===== src/rtl/ph_cache_arb.sv =====
// Read-side arbiter for the pulse-height cache: grants one consumer per frame,
// sweeps every cache word in order and streams the data back with its address.
module ph_cache_arb #(
    parameter int AW        = 8,
    parameter int NUM_WORDS = 256,
    parameter int RD_LAT    = 1
) (
    input  logic          clk,
    input  logic          rst_n,
    input  logic          ph_cache_valid,
    output logic          ph_cache_enb,
    output logic [AW-1:0] ph_cache_raddr,
    input  logic [15:0]   ph_cache_data,
    input  logic          req_bl,
    input  logic          req_pkt,
    output logic          gnt_bl,
    output logic          gnt_pkt,
    output logic [15:0]   rd_data,
    output logic [AW-1:0] rd_addr,
    output logic          rd_valid,
    output logic          rd_last,
    output logic          done,
    output logic          busy,
    output logic [15:0]   frame_cnt
);

    typedef enum logic [1:0] {IDLE, SWEEP, DRAIN, DONE} state_t;
    typedef enum logic {OWN_BL, OWN_PKT} owner_t;

    localparam logic [AW-1:0] LAST_ADDR = AW'(NUM_WORDS - 1);
    localparam logic [1:0]    DRAIN_END = 2'(RD_LAT - 1);

    state_t        state;
    state_t        state_nx;
    owner_t        last_gnt;
    logic          gnt_bl_q;
    logic          gnt_pkt_q;
    logic [AW-1:0] addr_cnt;
    logic [1:0]    drain_cnt;
    logic [15:0]   frame_q;
    logic          start;
    logic          pick_bl;

    logic [RD_LAT-1:0] enb_pipe;
    logic [AW-1:0]     addr_pipe [RD_LAT];
    logic [15:0]       data_hold;

    // NOTE: every signal written in always_comb gets a default first, so no
    // path through the case can leave it unassigned and infer a latch.
    always_comb begin
        start    = ph_cache_valid && (req_bl || req_pkt);
        pick_bl  = req_bl && (!req_pkt || (last_gnt == OWN_PKT));
        state_nx = state;
        case (state)
            IDLE:    if (start) state_nx = SWEEP;
            SWEEP:   if (addr_cnt == LAST_ADDR) state_nx = DRAIN;
            DRAIN:   if (drain_cnt == DRAIN_END) state_nx = DONE;
            DONE:    state_nx = IDLE;
            default: state_nx = IDLE;
        endcase
    end

    // NOTE: sequential state uses non-blocking assignments so every register
    // samples the pre-edge values regardless of process ordering.
    always_ff @(posedge clk) begin
        if (!rst_n) state <= IDLE;
        else        state <= state_nx;
    end

    always_ff @(posedge clk) begin
        if (!rst_n) begin
            last_gnt  <= OWN_PKT;
            gnt_bl_q  <= 1'b0;
            gnt_pkt_q <= 1'b0;
            addr_cnt  <= '0;
            drain_cnt <= '0;
            frame_q   <= '0;
        end else begin
            case (state)
                IDLE: begin
                    if (start) begin
                        gnt_bl_q  <= pick_bl;
                        gnt_pkt_q <= !pick_bl;
                    end
                    addr_cnt  <= '0;
                    drain_cnt <= '0;
                end
                SWEEP: begin
                    addr_cnt <= (addr_cnt == LAST_ADDR) ? '0 : addr_cnt + AW'(1);
                end
                DRAIN: begin
                    drain_cnt <= drain_cnt + 2'd1;
                end
                DONE: begin
                    frame_q   <= frame_q + 16'd1;
                    last_gnt  <= gnt_bl_q ? OWN_BL : OWN_PKT;
                    gnt_bl_q  <= 1'b0;
                    gnt_pkt_q <= 1'b0;
                end
                default: ;
            endcase
        end
    end

    assign ph_cache_enb   = (state == SWEEP);
    assign ph_cache_raddr = ph_cache_enb ? addr_cnt : '0;
    assign gnt_bl         = gnt_bl_q;
    assign gnt_pkt        = gnt_pkt_q;
    assign done           = (state == DONE);
    assign busy           = (state != IDLE);
    assign frame_cnt      = frame_q;

    // NOTE: the delay lines are reset (unlike a data RAM) because a reset
    // mid-sweep must flush in-flight reads so no stale rd_valid escapes.
    always_ff @(posedge clk) begin
        if (!rst_n) begin
            enb_pipe  <= '0;
            data_hold <= '0;
            for (int i = 0; i < RD_LAT; i++) addr_pipe[i] <= '0;
        end else begin
            enb_pipe[0]  <= ph_cache_enb;
            addr_pipe[0] <= ph_cache_raddr;
            for (int i = 1; i < RD_LAT; i++) begin
                enb_pipe[i]  <= enb_pipe[i-1];
                addr_pipe[i] <= addr_pipe[i-1];
            end
            if (rd_valid) data_hold <= ph_cache_data;
        end
    end

    // Cache data is live only while rd_valid; otherwise replay the last word.
    assign rd_valid = enb_pipe[RD_LAT-1];
    assign rd_addr  = addr_pipe[RD_LAT-1];
    assign rd_last  = rd_valid && (rd_addr == LAST_ADDR);
    assign rd_data  = rd_valid ? ph_cache_data : data_hold;

endmodule


===== config.mk =====
export PLATFORM = sky130hd
export DESIGN_NAME = ph_cache_arb
export DESIGN_NICKNAME = d
export VERILOG_FILES = /design/src/rtl/ph_cache_arb.sv
export SDC_FILE = /design/constraint.sdc
export NUM_CORES = 1
export LEC_CHECK = 0
export BUFFER_PORTS_ARGS = -buffer_cell sky130_fd_sc_hd__buf_2
export CORE_MARGIN = 8
export CORE_UTILIZATION = 54
export CTS_CLUSTER_SIZE = 20
export DETAILED_ROUTE_END_ITERATION = 8
export GPL_ROUTABILITY_DRIVEN = 0
export GPL_TIMING_DRIVEN = 0
export HOLD_SLACK_MARGIN = 0.05
export PLACE_DENSITY = 0.84
export SETUP_SLACK_MARGIN = 0.5
export SYNTH_ARGS = -nofsm -noshare
export SYNTH_HDL_FRONTEND = slang
export SYNTH_SLANG_ARGS = --single-unit
export TNS_END_PERCENT = 1

===== constraint.sdc =====
create_clock -name clk -period 2.65 [get_ports clk]
set_input_delay 0.53 -clock clk [delete_from_list [all_inputs] [get_ports clk]]
set_output_delay 0.53 -clock clk [all_outputs]
set_load 0.005 [all_outputs]

-- Yosys cells after proc, flatten, opt, wreduce, memory -nomap -nowiden
Memories as Yosys holds them, arrays and structs flattened.
Index checks and enable logic that the tools add are counted.
- bits in registers: 48
- memory bits (writable): 8
- input bits: 21
- output and inout port bits: 55
- word-level logic and storage cells: 55
- memories kept: 1
- add/subtract/negate cells: 3
- equal/unequal tests: 8
- mux-type cells: 18
- reduce and logical (&&, ||, !) cells: 16
- memories (memory ; depth ; bits a word ; rd ports ; clocked after Yosys merged registers in ; write ports ; line ; source):
    addr_pipe ; 1 ; 8 ; 1 ; 0 ; 1 ; 45 ; logic [AW-1:0] addr_pipe [RD_LAT];
- operators by type and width (cell ; count):
    8-bit two-way mux ; 3
    16-bit by 1-bit adder with 16-bit output, second input constant ; 1
    8-bit equality test, second input constant ; 2
    16-bit two-way mux ; 1
    8-bit one-hot mux with 2 select lines ; 1
    8-bit by 1-bit adder with 8-bit output, second input constant ; 1
    2-bit one-hot mux with 4 select lines ; 1
    2-bit nonzero test ; 4
    8-bit OR reduction ; 1
    1-bit two-way mux ; 6
    2-bit two-way mux ; 3
    2-bit equality test, second input constant ; 2
    2-bit zero test ; 2
    2-bit != test, second input constant ; 2
    1-bit one-hot mux with 2 select lines ; 2
    2-bit one-hot mux with 2 select lines ; 1
    1-bit logical AND ; 3
    3-bit AND reduction ; 1
    2-bit by 1-bit adder with 2-bit output, second input constant ; 1
    2-bit by 1-bit equality test with 1-bit output, second input constant ; 1
    1-bit zero test ; 2
    1-bit logical OR ; 2
    2-bit by 1-bit != test with 1-bit output, second input constant ; 1
    2-bit AND reduction ; 1

-- Depth between registers and ports, before layout
Gate-level depths: netlist of the first run.
- word-level depth: 6
- gate-level depth with buffers: 7
- gate-level depth less buffers: 6

-- Least setup slack after synthesis of the first run
No wires, ideal clock.
- path type: register -> output
- start point: register enb_pipe (netlist: rd_valid)
- end point: output port rd_data[10]
- arrival: 1081 ps
- data required time: 2120 ps
- slack: 1039 ps
- cell stages (with the launch flop): 4
- path buffers: 2
- cells stage by stage: dfxtp_1 buf_2 buf_2 mux2_2
- longest elaborated chain between the ends: 1
- RTL lines (item ; line ; source):
    from (decl) ; 44 ; logic [RD_LAT-1:0] enb_pipe;
    from (signal, indexed assignment) ; 124 ; enb_pipe[i] <= enb_pipe[i-1];
    16-bit two-way mux ; n/a ;
    to (decl) ; 18 ; output logic [15:0] rd_data,
No other way between the ends.

-- Final worst setup path of the first run
- start point: register enb_pipe (netlist: rd_valid)
- end point: output port rd_data[6]
Same word-level chain as after synthesis.

==> flow_summary.yaml, run 1 <==
yosys:
  ys.flop_type: "dfxtp_1"
  post-synth-top-area-cell: "dfxtp_1"
  synth_fa_ha_area_frac: 0.03564
  netlist_top_cells_area: "dfxtp_1, mux2_2, and2_1"
  synth.distinct_cells: 37
  async_flop_share: 0
  synth_top_family_by_area: "simple AND/OR/NAND/NOR gates"
  syn-cell-area_sq_mm: 0.002457
  synthCells: 262
  synth_fp_nets: 290
  synth-edff-count: 0
  ys_seq_elements: 56
  yosys.area_share.simple: 0.2612
  synth_compound_area_frac: 0.06721
  synth_top_area_share: 0.4562
  synth_commonest_cells: "dfxtp_1, and2_1, nor2_1"
  seq_area_frac_synth: 0.4562
  muxShareOfSynthArea: 0.1018
  synthXorXnorAreaFrac: 0.04277
  synth_area_per_cell_sq_um: 9.379
  yosysWarnings: 0
  synth_most_common_cell: "dfxtp_1"
floorplan:
  boundaryPins: 76
  dieArea_sq_mm: 0.006966
  fp-row-count: 24
  core_area_sq_mm: 0.004384
  die_y_um: 83.46
  initial_core_util: 0.5605
  die_w_um: 83.46
worst_setup_path:
  cp_top_family: "buffers and inverters"
  path_class: "flop to output port"
  cp_num_buf_inv: 3
  arrival_ns: 1.57
  path_max_fanout: 10
  worst_path_most_repeated_cell: "buf_2"
  cp.required_ns: 2.12
  startpoint_type: "flop"
  cp_slowest_cell: "mux2_2"
  cp-end-kind: "output port"
  crit_path_cell_trace: "buf_2 > buf_4 > mux2_2 > buf_2"
  crit_path_max_incr_delay_ns: 0.36
timing:
  period_needed_ns: 2.100
  worst-slew-pin-transition_ns: 0.4714
  fin_ws_ns: 0.5499
  drv_slew: 0
  final-hold-violation-count: 0
  slew_headroom: 0.6857
  rsz0062_at_grt: "true"
  final.setup.tns_ns: 0
  finalCritPeriodShare: 0.7925
  fmax_mhz: 476.2
  setup_viol: 0
  clock_skew_ns: 0.007221
placed_design:
  portBuffers: 75
  pre_cts_ws_ns: 0.7929
  dpl.hpwl_um: 4252
global_routing:
  grt_pass1_wl_um: 9280
  gr-usage-all-layers: 0.1529
  antenna_found_initial: 0
  grt_overflow: 0
  grt_start_max_net_pins: 18
  grt_pass1_vias: 2109
detailed_routing:
  drc_errors: 0
  vias: 2060
  dr.pass1.iters: 4
  vias_per_cell: 5.189
  drt_iter0_markers: 68
  routed_wl_um: 5548
  ant_nets: 0
  wl_per_cell_um: 13.97
finish:
  drive_gt1_frac: 0.3130
  antennaDiodeCount: 0
  nets: 372
  area_growth_pct: 23.12
hold_path:
  hold_path_class: "flop to flop"
power_and_ir_drop:
  sequentialPowerShare: 0.446
  p_per_area_mw_per_mm2: 716.0
  power.net_switching_uw: 665.0
  ir_worst_vdd_uv: 391.6
  switching_share: 0.3070
  pwr-share-clk: 0.251
  combinationalPowerShare: 0.303
  power.leakage_uw: 0.001434
  p_int_uw: 1501
clock_network:
  cts_hold_buffers: 0
  cts_htree_levels: 2
  clockBufferDepth: 2
  cts_tree: "yes"
  cts-root-buf: "clkbuf_8"
  numCtsBuffers: 5
  clk_latency_ns: 0.30
  clock_sinks: 56
  path_clk_slew_ns: 0.10
outcome:
  status: "completed"
flow_run:
  maxCapViolations: 0
## final cells by class
| type | count | area, sq um |
|---|---|---|
| Timing Repair Buffer | 75 | 375.4 |
| Tap cell | 52 | 65.06 |
| Inverter | 8 | 30.03 |
| Fill cell | 347 | 1359 |
| Clock buffer | 5 | 68.82 |
| Sequential cell | 56 | 1121 |
| Multi-Input combinational cell | 185 | 1262 |
| Buffer | 13 | 60.06 |
| Clock inverter | 3 | 42.54 |
## worst paths after layout
path                              start                         end  slack [ns]  depth (start not counted)
min          frame_cnt[15]$_SDFFE_PN0P_  frame_cnt[15]$_SDFFE_PN0P_        0.48                          2
max                 rd_valid$_SDFF_PN0_                  rd_data[6]        0.55                          4
max reg2reg       state[0]$_SDFFE_PN0P_  frame_cnt[10]$_SDFFE_PN0P_        0.83                          6
min reg2reg  frame_cnt[15]$_SDFFE_PN0P_  frame_cnt[15]$_SDFFE_PN0P_        0.48                          2
## timing repair
| action | CTS | global route |
|---|---|---|
| setup buffers | 0 | 0 |
| endpoints found under the setup margin | 15 | 15 |
| gates resized for setup | 1 | 4 |
## cell usage in the layout (no fill, tap or decap), drive strengths merged, types with 2 or more instances in the layout
| master | instances |
|---|---|
| mux2i | 7 |
| and3 | 10 |
| nand4 | 5 |
| a21oi | 9 |
| ha | 7 |
| nor2 | 22 |
| nand2b | 5 |
| nand2 | 18 |
| nor3 | 7 |
| and2 | 26 |
| xor2 | 3 |
| inv | 8 |
| o21a | 3 |
| nor2b | 2 |
| o21ai | 8 |
| mux2 | 16 |
| a31oi | 5 |
| dfxtp | 56 |
| clkbuf | 14 |
| buf | 79 |
| nand3 | 11 |
| xnor2 | 9 |
| nor4 | 3 |
## power groups by stage
stage | Clock (uW) | Combinational (uW) | Sequential [uW]
2_1_floorplan | 0 | 421 | 972
3_3_place_gp | 0 | 607 | 978
3_5_place_dp | 0 | 634 | 982
4_1_cts | 555 | 637 | 963
5_1_grt | 596 | 727 | 978
6_report | 544 | 655 | 967
## logic make-up (layout without fill, tap and decap cells)
kind of cell | Yosys count | in the layout
AO/OA/AOI/OAI | 28 | 28
XOR/XNOR | 12 | 12
adder cells (fa/ha/maj) | 7 | 7
buffers and inverters | 21 | 104
flip-flops | 56 | 56
multiplexers | 23 | 23
AND/OR/NAND/NOR | 115 | 115
## metrics by stage
step / utilization / hold WS, ns / area [sq um] / instances / total power, uW
floorplan: - / 0.4352 / 2457 / 262 / 1393
global placement: 0.6610 / 0.4593 / 2898 / 389 / 1585
detailed placement: 0.6610 / 0.4516 / 2898 / 389 / 1616
CTS: 0.6866 / 0.4833 / 3010 / 397 / 2155
global route: 0.6901 / 0.5010 / 3025 / 397 / 2301
finish: 0.6901 / 0.4837 / 3025 / 397 / 2166
## sequential cells by signal, indices dropped and copies added (netlist names)
register	cells
data_hold	16
addr_pipe	8
last_gnt	1
state	2
frame_cnt	16
gnt_bl	1
gnt_pkt	1
drain_cnt	2
addr_cnt	8
rd_valid	1
## metal layers
layer,up-vias,part of all wire,track usage
li1,1061,-,-
met1,928,0.45,0.1753
met5,-,0,0
met3,8,0.077,0.06055
met2,63,0.46,0.2518
met4,0,0.012,0.05338
## worst register-to-register path: cells and delay by family (launching register included)
family,cells,cell delay [ns]
AND/OR/NAND/NOR,3,0.60
flip-flops,1,0.46
adder cells (fa/ha/maj),1,0.28
buffers and inverters,1,0.20
XOR/XNOR,1,0.17
Note: power is estimated with default switching activity, not from simulation.
==> inputs of run 2 (changes only) <==
- CORE_UTILIZATION: 54 -> 46
- PLACE_DENSITY: 0.84 -> 0.76
- clock period: 2.65 -> 1.9 ns (I/O delays scaled with it)
==> flow_summary.yaml, run 2 (synthesis gave the netlist of run 1 again) <==
clock_network:
  cts-root-buf: "clkbuf_8"
  cts_htree_levels: 2
  cts_tree: "yes"
  numCtsBuffers: 5
  clk_latency_ns: 0.30
  clockBufferDepth: 2
  cts_hold_buffers: 0
  path_clk_slew_ns: 0.09
  clock_sinks: 56
hold_path:
  hold_path_class: "primary input to flop"
  hold_path_depth: 2
  min_to: "rd_valid$_SDFF_PN0_"
  min-delay-start: "rst_n"
outcome:
  status: "completed"
timing:
  slew_headroom: 0.6785
  final.setup.tns_ns: 0
  setup_viol: 0
  clock_skew_ns: 0.002641
  finalCritPeriodShare: 0.9199
  fmax_mhz: 572.1
  drv_slew: 0
  final-hold-violation-count: 0
  fin_ws_ns: 0.1522
  period_needed_ns: 1.748
  worst-slew-pin-transition_ns: 0.4822
  rsz0062_at_grt: "true"
worst_setup_path:
  path_class: "flop to output port"
  rrSetupSlack_ns: 0.26
  r2r_end: "frame_cnt[12]$_SDFFE_PN0P_"
  rr_startpoint: "state[1]$_SDFFE_PN0P_"
  cp.required_ns: 1.52
  startpoint_type: "flop"
  path_max_fanout: 7
  reg2regPathDepth: 7
  cp-end-kind: "output port"
  arrival_ns: 1.37
floorplan:
  dieArea_sq_mm: 0.007937
  initial_core_util: 0.4781
  boundaryPins: 76
  fp-row-count: 26
  die_y_um: 89.09
  core_area_sq_mm: 0.005140
  die_w_um: 89.09
finish:
  nets: 380
  final_core_util: 0.6276
  fillerInstances: 457
  final_common_cell: "buf_2"
  antennaDiodeCount: 0
  area_growth_pct: 31.26
  drive_gt1_frac: 0.3551
  final_cell_mix: "buf_2, dfxtp_1, and2_1, nor2_1, nand2_1"
power_and_ir_drop:
  ir_worst_vdd_uv: 484.4
  power_uw: 3124
  p_per_area_mw_per_mm2: 968.5
  power.leakage_uw: 0.001497
global_routing:
  gr-usage-all-layers: 0.1416
  antenna_found_initial: 0
  grt_start_max_net_pins: 17
  grt_pass1_vias: 2011
  grt_overflow: 0
  grt_pass1_wl_um: 8880
detailed_routing:
  vias: 2146
  drt_iter0_markers: 86
  ant_nets: 0
  vias_per_cell: 5.085
  routed_wl_um: 5880
  dr.pass1.iters: 4
  wl_per_cell_um: 13.93
  drc_errors: 0
placed_design:
  pre_cts_ws_ns: 0.1924
  dpl.hpwl_um: 4141
  portBuffers: 75
flow_run:
  maxCapViolations: 0
-- run 2: cell count changes in the layout (fill, tap and decap cells not counted), moves of 3 or more --
cell | before | now
dfxtp_1 | 56 | 53
buf_4 | 2 | 6
mux2_4 | 0 | 13
buf_6 | 0 | 7
mux2_2 | 16 | 3
buf_2 | 77 | 74
-- run 2: final cells by class --
type,instances,area (sq um),area share
clock inverters,2,12.51,0.003879
clock buffers,5,68.82,0.02133
well taps,70,87.58,0.02715
repair buffers,83,483.0,0.1497
flip-flops and latches,56,1127,0.3495
plain buffers,13,77.57,0.02405
multi-input cells,185,1339,0.4150
inverters,8,30.03,0.009310
-- run 2: critical path: stages, from the launching register on --
cell,delay [ns]
dfxtp_2,0.34
buf_6,0.14
clkbuf_16,0.15
mux2_4,0.30
buf_2,0.13
-- run 2: metrics by stage --
stage / hold slack [ns] / std cells / area [sq um]
after detailed placement: 0.4676 / 407 / 2938
after CTS: 0.3289 / 420 / 3099
after global placement: 0.4554 / 407 / 2938
after global routing: 0.3387 / 422 / 3226
after floorplan: 0.4352 / 262 / 2475
final: 0.3384 / 422 / 3226
-- run 2: metal layers --
layer | routed length (um) | GRT usage | vias to the layer above
met2 | 2802 | 0.2404 | 75
met3 | 512 | 0.04688 | 4
met5 | 0 | 0 | -
met4 | 35 | 0.03927 | 0
li1 | - | - | 1067
met1 | 2530 | 0.1658 | 1000
-- run 2: repair_timing --
item	in CTS	in global routing
setup buffers	6	1
cloned	0	1
gates resized for setup	12	25
endpoints found under the setup margin	49	51
-- run 2: worst max path at each step --
stage	startpoint	endpoint	slack [ns]	cells after the start
2_1_floorplan	state[0]$_SDFFE_PN0P_	frame_cnt[12]$_SDFFE_PN0P_	0.45	6
3_3_place_gp	state[0]$_SDFFE_PN0P_	ph_cache_raddr[7]	0.21	4
3_5_place_dp	state[0]$_SDFFE_PN0P_	ph_cache_raddr[0]	0.19	4
4_1_cts	rd_valid$_SDFF_PN0_	rd_data[6]	0.15	4
5_1_grt	rd_valid$_SDFF_PN0_	rd_data[9]	0.09	4
6_report	rd_valid$_SDFF_PN0_	rd_data[14]	0.15	4
-- run 2: power breakdown --
part / switching (uW) / internal [uW]
Clock: 368 / 251
Sequential: 70.6 / 1290
Combinational: 533 / 615
